File: config.mk
export PLATFORM = sky130hd
export DESIGN_NAME = s3_chien_forney
export DESIGN_NICKNAME = d
export VERILOG_FILES = /design/src/rtl/s3_chien_forney.sv
export SDC_FILE = /design/constraint.sdc
export NUM_CORES = 1
export LEC_CHECK = 0
export CAP_MARGIN = 5
export CORE_ASPECT_RATIO = 1.5
export CORE_UTILIZATION = 35
export DETAILED_ROUTE_END_ITERATION = 12
export GPL_TIMING_DRIVEN = 0
export PLACE_DENSITY = 0.53
export SLEW_MARGIN = 20
export SYNTH_ARGS = -nofsm -noshare
export SYNTH_HDL_FRONTEND = slang
export SYNTH_SLANG_ARGS = --single-unit
export TNS_END_PERCENT = 10
File: constraint.sdc
create_clock -name clk -period 37.2 [get_ports clk]
set_clock_uncertainty 0.2 [all_clocks]
set_input_delay 5.58 -clock clk [delete_from_list [all_inputs] [get_ports clk]]
set_output_delay 5.58 -clock clk [all_outputs]
set_load 0.05 [all_outputs]
File: src/rtl/s3_chien_forney.sv
// RS(255,251) Chien search + Forney: streams one error value per symbol (pos 254..0), err_sop at kes_done+2, cf_done at +257.
// No backpressure: one shadow result is buffered during a scan, further arrivals are dropped and flagged in cf_ovf.
module s3_chien_forney (
    input  logic       clk,
    input  logic       rstn,
    input  logic       kes_done,
    input  logic [7:0] rs_lambda0,
    input  logic [7:0] rs_lambda1,
    input  logic [7:0] rs_lambda2,
    input  logic [7:0] rs_omega0,
    input  logic [7:0] rs_omega1,
    output logic [7:0] err_val,
    output logic       err_valid,
    output logic       err_sop,
    output logic       err_eop,
    output logic       cf_done,
    output logic [1:0] err_cnt,
    output logic       dec_fail,
    output logic       cf_ovf
);

    typedef enum logic [1:0] {IDLE, SCAN, FIN} state_t;

    localparam logic [7:0] ALPHA     = 8'h02;
    localparam logic [7:0] ALPHA_SQ  = 8'h04;
    localparam logic [7:0] ALPHA_INV = 8'h8E;

    function automatic logic [7:0] gf_mul(input logic [7:0] a, input logic [7:0] b);
        logic [7:0] prod;
        logic [7:0] sh;
        prod = 8'h00;
        sh   = a;
        for (int i = 0; i < 8; i++) begin
            if (b[i]) prod = prod ^ sh;
            sh = {sh[6:0], 1'b0} ^ (sh[7] ? 8'h1D : 8'h00);
        end
        return prod;
    endfunction

    // a^254 = a^-1 for a != 0, and naturally 0 for a == 0
    function automatic logic [7:0] gf_inv(input logic [7:0] a);
        logic [7:0] sq;
        logic [7:0] acc;
        sq  = a;
        acc = 8'h01;
        for (int i = 1; i < 8; i++) begin
            sq  = gf_mul(sq, sq);
            acc = gf_mul(acc, sq);
        end
        return acc;
    endfunction

    state_t     state, state_nxt;

    logic [7:0] l0, inv_l1, t1, t2, w0, w1, x;
    logic [7:0] pos;
    logic [1:0] roots;
    logic [1:0] deg;

    logic       buf_full;
    logic [7:0] buf_l0, buf_l1, buf_l2, buf_o0, buf_o1;

    logic       fin_exit;
    logic       load_dir;
    logic       load_buf;
    logic       load;
    logic [7:0] src_l0, src_l1, src_l2, src_o0, src_o1;
    logic [1:0] src_deg;

    logic [7:0] lval;
    logic [7:0] wval;
    logic [7:0] fval;
    logic       fail_now;

    assign fin_exit = (state == FIN) && cf_done;
    assign load_dir = (state == IDLE) && kes_done && !buf_full;
    assign load_buf = buf_full && ((state == IDLE) || fin_exit);
    assign load     = load_dir || load_buf;

    assign src_l0 = load_buf ? buf_l0 : rs_lambda0;
    assign src_l1 = load_buf ? buf_l1 : rs_lambda1;
    assign src_l2 = load_buf ? buf_l2 : rs_lambda2;
    assign src_o0 = load_buf ? buf_o0 : rs_omega0;
    assign src_o1 = load_buf ? buf_o1 : rs_omega1;

    assign src_deg = (src_l2 != 8'h00) ? 2'd2 :
                     (src_l1 != 8'h00) ? 2'd1 : 2'd0;

    assign lval = l0 ^ t1 ^ t2;
    assign wval = w0 ^ w1;
    assign fval = gf_mul(gf_mul(x, wval), inv_l1);

    // inv_l1 is zero exactly when lambda1 was zero
    assign fail_now = (roots != deg) || (l0 == 8'h00) ||
                      ((deg != 2'd0) && (inv_l1 == 8'h00));

    always_ff @(posedge clk or negedge rstn) begin
        if (!rstn) state <= IDLE;
        else       state <= state_nxt;
    end

    always_comb begin
        state_nxt = state;
        case (state)
            IDLE: if (load) state_nxt = SCAN;
            SCAN: if (pos == 8'd0) state_nxt = FIN;
            FIN:  if (fin_exit) state_nxt = buf_full ? SCAN : IDLE;
            default: state_nxt = IDLE;
        endcase
    end

    // Working registers and root counter
    always_ff @(posedge clk or negedge rstn) begin
        if (!rstn) begin
            l0     <= 8'h00;
            inv_l1 <= 8'h00;
            t1     <= 8'h00;
            t2     <= 8'h00;
            w0     <= 8'h00;
            w1     <= 8'h00;
            x      <= 8'h00;
            pos    <= 8'd0;
            roots  <= 2'd0;
            deg    <= 2'd0;
        end else if (load) begin
            l0     <= src_l0;
            inv_l1 <= gf_inv(src_l1);
            t1     <= gf_mul(src_l1, ALPHA);
            t2     <= gf_mul(src_l2, ALPHA_SQ);
            w0     <= src_o0;
            w1     <= gf_mul(src_o1, ALPHA);
            x      <= ALPHA_INV;
            pos    <= 8'd254;
            roots  <= 2'd0;
            deg    <= src_deg;
        end else if (state == SCAN) begin
            t1  <= gf_mul(t1, ALPHA);
            t2  <= gf_mul(t2, ALPHA_SQ);
            w1  <= gf_mul(w1, ALPHA);
            x   <= gf_mul(x, ALPHA_INV);
            pos <= pos - 8'd1;
            if ((lval == 8'h00) && (roots != 2'd3)) roots <= roots + 2'd1;
        end
    end

    // Shadow buffer: a result that arrives while busy waits here
    always_ff @(posedge clk or negedge rstn) begin
        if (!rstn) begin
            buf_full <= 1'b0;
            buf_l0   <= 8'h00;
            buf_l1   <= 8'h00;
            buf_l2   <= 8'h00;
            buf_o0   <= 8'h00;
            buf_o1   <= 8'h00;
            cf_ovf   <= 1'b0;
        end else begin
            if (kes_done && !load_dir) begin
                if (buf_full && !load_buf) begin
                    cf_ovf <= 1'b1;
                end else begin
                    buf_full <= 1'b1;
                    buf_l0   <= rs_lambda0;
                    buf_l1   <= rs_lambda1;
                    buf_l2   <= rs_lambda2;
                    buf_o0   <= rs_omega0;
                    buf_o1   <= rs_omega1;
                end
            end else if (load_buf) begin
                buf_full <= 1'b0;
            end
        end
    end

    // Registered output stream and end-of-codeword status
    always_ff @(posedge clk or negedge rstn) begin
        if (!rstn) begin
            err_val   <= 8'h00;
            err_valid <= 1'b0;
            err_sop   <= 1'b0;
            err_eop   <= 1'b0;
            cf_done   <= 1'b0;
            err_cnt   <= 2'd0;
            dec_fail  <= 1'b0;
        end else begin
            err_valid <= (state == SCAN);
            err_sop   <= (state == SCAN) && (pos == 8'd254);
            err_eop   <= (state == SCAN) && (pos == 8'd0);
            err_val   <= ((state == SCAN) && (lval == 8'h00)) ? fval : 8'h00;
            cf_done   <= (state == FIN) && !cf_done;
            if ((state == FIN) && !cf_done) begin
                err_cnt  <= roots;
                dec_fail <= fail_now;
            end
        end
    end

endmodule

## Yosys cells after proc, flatten, opt, wreduce, memory -nomap -nowiden

Cells that the tools add are included.
W data, S select, Z words.

- Add/sub/neg operators: 2
- Eq/ne operators: 9
- Mux-type cells: 386
- Bitwise gates (word level): 231
- Reduce and logical (&&, ||, !) cells: 36

Operators with widths:

| kind | count |
|---|---|
| $mux W8 | 254 |
| $xor A8 B5 Y8 | 112 |
| $xor A8 B8 Y8 | 111 |
| $mux W5 | 113 |
| $logic_not A8 Y1 | 4 |
| $mux W2 | 8 |
| $reduce_bool A8 Y1 | 2 |
| $logic_and A1 B1 Y1 | 12 |
| $eq A8 B8 Y1 const B | 1 |
| $ne A2 B2 Y1 const B | 4 |
| $not A1 Y1 | 8 |
| $reduce_and A2 Y1 | 4 |
| $reduce_bool A2 Y1 | 4 |
| $sub A8 B1 Y8 const B | 1 |
| $mux W7 | 1 |
| $mux W1 | 6 |
| $mux W6 | 1 |
| $pmux W2 S3 | 1 |
| $logic_not A1 Y1 | 4 |
| $logic_or A1 B1 Y1 | 4 |
| $mux W4 | 1 |
| $mux W3 | 1 |
| $reduce_and A3 Y1 | 1 |
| $add A2 B1 Y2 const B | 1 |
| other kinds (5) | 5 |

- Bits in registers: 127
- Word-level logic and storage cells: 689

## Longest topological paths before layout

- Word-level depth: 188
- Gate-level depth with buffers: 67
- Mapped depth without buffers: 55

## Worst setup path after synthesis

No wires, ideal clock.

- Path type: input -> register
- From: input rs_lambda1[6]
- To: register inv_l1[1]
- Library setup time: 137 ps
- Arrival: 19,798 ps
- Data required time: 36,863 ps
- Slack: 17,065 ps
- Stages on the path: 64
- Path through: buf_2 -> o21ai_1 -> and2_1 -> inv_1 -> ha_1 -> buf_4 -> nor2b_1 -> nand2_1 -> a21oi_1 -> o31ai_1 -> a21oi_1 -> nor3_1 -> nor2_1 -> inv_1 -> buf_2 -> ha_1 -> buf_1 -> o21ai_1 -> (+28 left out) -> xnor2_1 -> o22ai_1 -> xnor2_1 -> clkbuf_1 -> clkinv_1 -> ha_1 -> clkbuf_1 -> xnor2_1 -> o21ai_0 -> xnor2_1 -> xor2_1 -> xnor2_1 -> nor2b_1 -> xnor3_1 -> xnor3_1 -> xnor2_1 -> xnor2_1 -> a21oi_1

- Word-level cells in the longest chain between the ends: 183
- Elaborated cells between the ends (all ways): 492

Ends and longest elaborated chain:

| element | line | RTL |
|---|---|---|
| from (decl) | 8 | `input logic [7:0] rs_lambda1,` |
| $mux W8 (*) | 81 | `assign src_l1 = load_buf ? buf_l1 : rs_lambda1;` |
| $xor A8 B5 Y8 or $mux W8 (tied branches) | 35, 34 |  |
| $xor A8 B8 Y8 or $mux W8 (tied branches) | 34, 125 |  |
| $mux W8 or $xor A8 B8 Y8 (tied branches) | 34 | `if (b[i]) prod = prod ^ sh;` |
| $mux W8, on equally long branches | 125, 34 |  |
| $xor A8 B8 Y8 or $mux W8 (tied branches) | 34, 125 |  |
| $mux W8 or $xor A8 B8 Y8 (tied branches) | 34 |  |
| $mux W8, on equally long branches | 125, 34 |  |
| (+167 left out) | n/a |  |
| $xor A8 B8 Y8 | 34 |  |
| $mux W8 | 34 |  |
| $mux W8 | 125 | `end else if (load) begin` |
| $xor A8 B8 Y8 | 34 |  |
| $mux W8 | 34 |  |
| $mux W8 | 125 |  |
| $xor A8 B8 Y8 | 34 |  |
| $mux W8 (*) | 34 |  |
| to (signal assigned) | 127 | `inv_l1 <= gf_inv(src_l1);` |
| to (decl) | 55 | `logic [7:0] l0, inv_l1, t1, t2, w0, w1, x;` |

Every way passes the cells marked *; elsewhere a longest branch is shown, timed or not. The select of a mux whose other input is x is not followed.
A chain may end at the register's enable or synchronous reset.

## Worst setup path after layout

- From: input rs_lambda1[0]
- To: register inv_l1[1]

- Word-level cells in the longest chain between the ends: 184
- Elaborated cells between the ends (all ways): 489

Ends and longest elaborated chain:

| element | line |
|---|---|
| $mux W8 (*) | 81 |
| $mux W8 | 34 |
| $mux W8 | 125 |
| $xor A8 B8 Y8 | 34 |
| $mux W8 | 34 |
| $mux W8 | 125 |
| $xor A8 B8 Y8 | 34 |
| $mux W8 | 34 |
| (+168 left out) | n/a |
| $xor A8 B8 Y8 | 34 |
| $mux W8 | 34 |
| $mux W8 | 125 |
| $xor A8 B8 Y8 | 34 |
| $mux W8 | 34 |
| $mux W8 | 125 |
| $xor A8 B8 Y8 | 34 |
| $mux W8 (*) | 34 |

Marks and branches as above.

==> flow_metrics.tcl <==
set metrics [dict create \
    crit_path_max_incr_delay_ns 0.82 \
    final-seq-area_sq_um 3178 \
    post_cts_hold_buffer_count 0 \
    numClockSinks 127 \
    yosys.area.top_type_share_pct 19.33 \
    utilization_pct 38.90 \
    worstPathMaxFanout 10 \
    design.core.area_sq_um 65900 \
    most_frequent_cell_after_synthesis "sky130_fd_sc_hd__xnor2_1" \
    max_cap_viol_count 0 \
    syn_to_final_growth_pct 9.425 \
    synth_top_cells_by_count "sky130_fd_sc_hd__xnor2_1, sky130_fd_sc_hd__nor2_1, sky130_fd_sc_hd__nand2_1" \
    routed-wl-met3_um 2525 \
    antenna_found_initial 0 \
    vias_per_cell 5.555 \
    required_ns 37.29 \
    status "finished clean" \
    die_y_um 318.9 \
    layout_worst_path_cycle_share_pct 66.70 \
    synth_seq_area_share_pct 13.56 \
    layout-drive-gt1-share_pct 8.383 \
    postSynth.topFlopCell "sky130_fd_sc_hd__dfrtp_1" \
    hold_violations 0 \
    grt-ovfl-total 0 \
    drtAntennaViolNets 0 \
    routed_wl_per_cell_um 20.06 \
    cts_tree "done" \
    final_nets 3051 \
    htreeDepth 4 \
    mappedNetlistNets 2979 \
    clk_pin_slew_ns 0.06 \
    crit_type "primary input to register" \
    die-area_sq_um 68000 \
    cts_inserted_buffers 17 \
    first_pass_iters 5 \
    number_of_core_rows 115 \
    number_of_global_route_vias_before_repair 21810 \
    cp.arrival_ns 24.91 \
    end_kind "register" \
    setup_repair_after_global_routing_missed_its_margin "false" \
    synth_edf_count 0 \
    critical_path_buf_inv_count 16 \
    multi_input_comb_area_sq_um 19190 \
    synthesis.area_per_instance_sq_um 8.021 \
    relSlewSlack_pct 20.41 \
    highest_layer "met4" \
    layout.filler_cells 6911 \
    ys_warn_count 0 \
    netlist_instances 2921 \
    wl_final_um 77900 \
    initial_utilization_pct 35.55 \
    cp_top_family "XOR/XNOR gates" \
    ys_async_sr_fraction_pct 100.0 \
    holdCritPathClass "register to register" \
    top_level_ports 59 \
    cts_max_path_buffers 2 \
    cts-resized-gates 0 \
    wl_met1_um 29440 \
    max_clock_freq_mhz 40.30 \
    holdWs_ns 0.2713 \
    clk_latency_worst_skew_pair_ns 0.44 \
    drt-initial-drc-count 1480 \
    place.port_buffers 52 \
    synth.lib_cells_used.distinct 105 \
    timing_worst_slew_pin_value_ns 1.185 \
    worst_path_max_delay_cell "sky130_fd_sc_hd__xnor2_1" \
    critical-path-top-cell-by-count "sky130_fd_sc_hd__xnor2_1" \
    setup_viol 0 \
    drc 0 \
    startpoint_type "primary input" \
    maxSlewViolCount 0 \
    netlist.top_cell.by_area "sky130_fd_sc_hd__xnor2_1" \
    routed-via-count 21570 \
    ys_ff_latch 127 \
    synth_top_cells_by_area "sky130_fd_sc_hd__xnor2_1, sky130_fd_sc_hd__dfrtp_1, sky130_fd_sc_hd__xnor3_1" \
    grt_start_max_net_pins 81 \
    detailroute.wirelength.met2_um 41640 \
    post_syn_area_sq_um 23430 \
    grt.total_usage_pct 22.84 \
    wire_length_of_the_first_global_routing_pass_um 122400 \
    place.detailed.hpwl_um 61550 \
    cts_root_buf "sky130_fd_sc_hd__clkbuf_16" \
    period_minus_slack_ns 24.81 \
    postCtsSetupBuffers 0 \
    last_weighted_congestion_value_of_the_routability_driven_placer 0.9725 \
    die_width_um 213.3 \
    setup_tns_ns 0 \
    n_antenna_cell 0 \
]
worst reg2reg max path, delay by kind of cell, from the launching register on:
family	cells	cell delay (ns)
XOR/XNOR	22	7.69
buffers and inverters	16	5.24
AO/OA/AOI/OAI	10	2.57
AND/OR/NAND/NOR	11	2.18
adder cells (fa/ha/maj)	5	1.84
flip-flops	1	0.49
routing by layer:
metal,track usage [%],vias up
met5,0,-
met1,24.40,10380
met4,12.14,0
met3,1.851,240
met2,43.55,688
li1,-,10270
through the flow:
stage / std cells / instance area, sq um / setup WS, ns
2_1_floorplan: 2921 / 23430 / 17.07
3_3_place_gp: 3850 / 25050 / 12.43
3_5_place_dp: 3851 / 25080 / 12.16
4_1_cts: 3883 / 25640 / 12.54
5_1_grt: 3883 / 25640 / 11.13
6_report: 3883 / 25640 / 12.39
logic make-up (layout without fill, tap and decap cells):
family	after synthesis	count (layout)	share of synthesized area, %
flip-flops	127	127	13.56
XOR/XNOR	820	820	39.83
AO/OA/AOI/OAI	567	567	16.13
adder cells (fa/ha/maj)	15	15	0.8010
buffers and inverters	249	334	4.534
multiplexers	126	126	5.783
AND/OR/NAND/NOR	1017	1017	19.36
layout make-up:
class                      instances  area share, %
clock inverter                    12         0.3953
buffer                           208          3.543
tap                              877          4.280
inverter                          41         0.6003
timing repair buffer              53          2.157
multi-input combinational       2545          74.85
clock buffer                      20          1.781
sequential                       127          12.40
final timing paths:
kind	start	end	slack, ns	cells past startpoint
max	rs_lambda1[0]	inv_l1[1]	12.39	63
min	cf_ovf	cf_ovf	0.27	1
max reg2reg	state[0]	inv_l1[1]	16.83	64
min reg2reg	cf_ovf	cf_ovf	0.27	1
max in group asynchronous	rstn	t1[2]	31.22	2
min in group asynchronous	rstn	buf_o0[0]	4.85	1
cell usage in the layout (no fill, tap or decap), drive strengths merged, types with 19 or more instances in the layout:
master / n
xnor2: 547
nor2: 365
nand2: 338
xor2: 151
clkbuf: 136
a21oi: 134
o21ai: 128
dfrtp: 127
xnor3: 107
buf: 94
mux2i: 73
nor3: 65
nand3: 62
mux2: 52
clkdlybuf4s50: 51
o22ai: 48
inv: 41
o211ai: 31
a211oi: 29
nand2b: 25
nand4: 25
nor4: 23
a31oi: 23
and3: 22
a22oi: 22
nor2b: 20
and2: 19
Power is left out: the tool's default activity adds up to more than one toggle a clock period on the data nets, which glitch-free logic cannot reach.
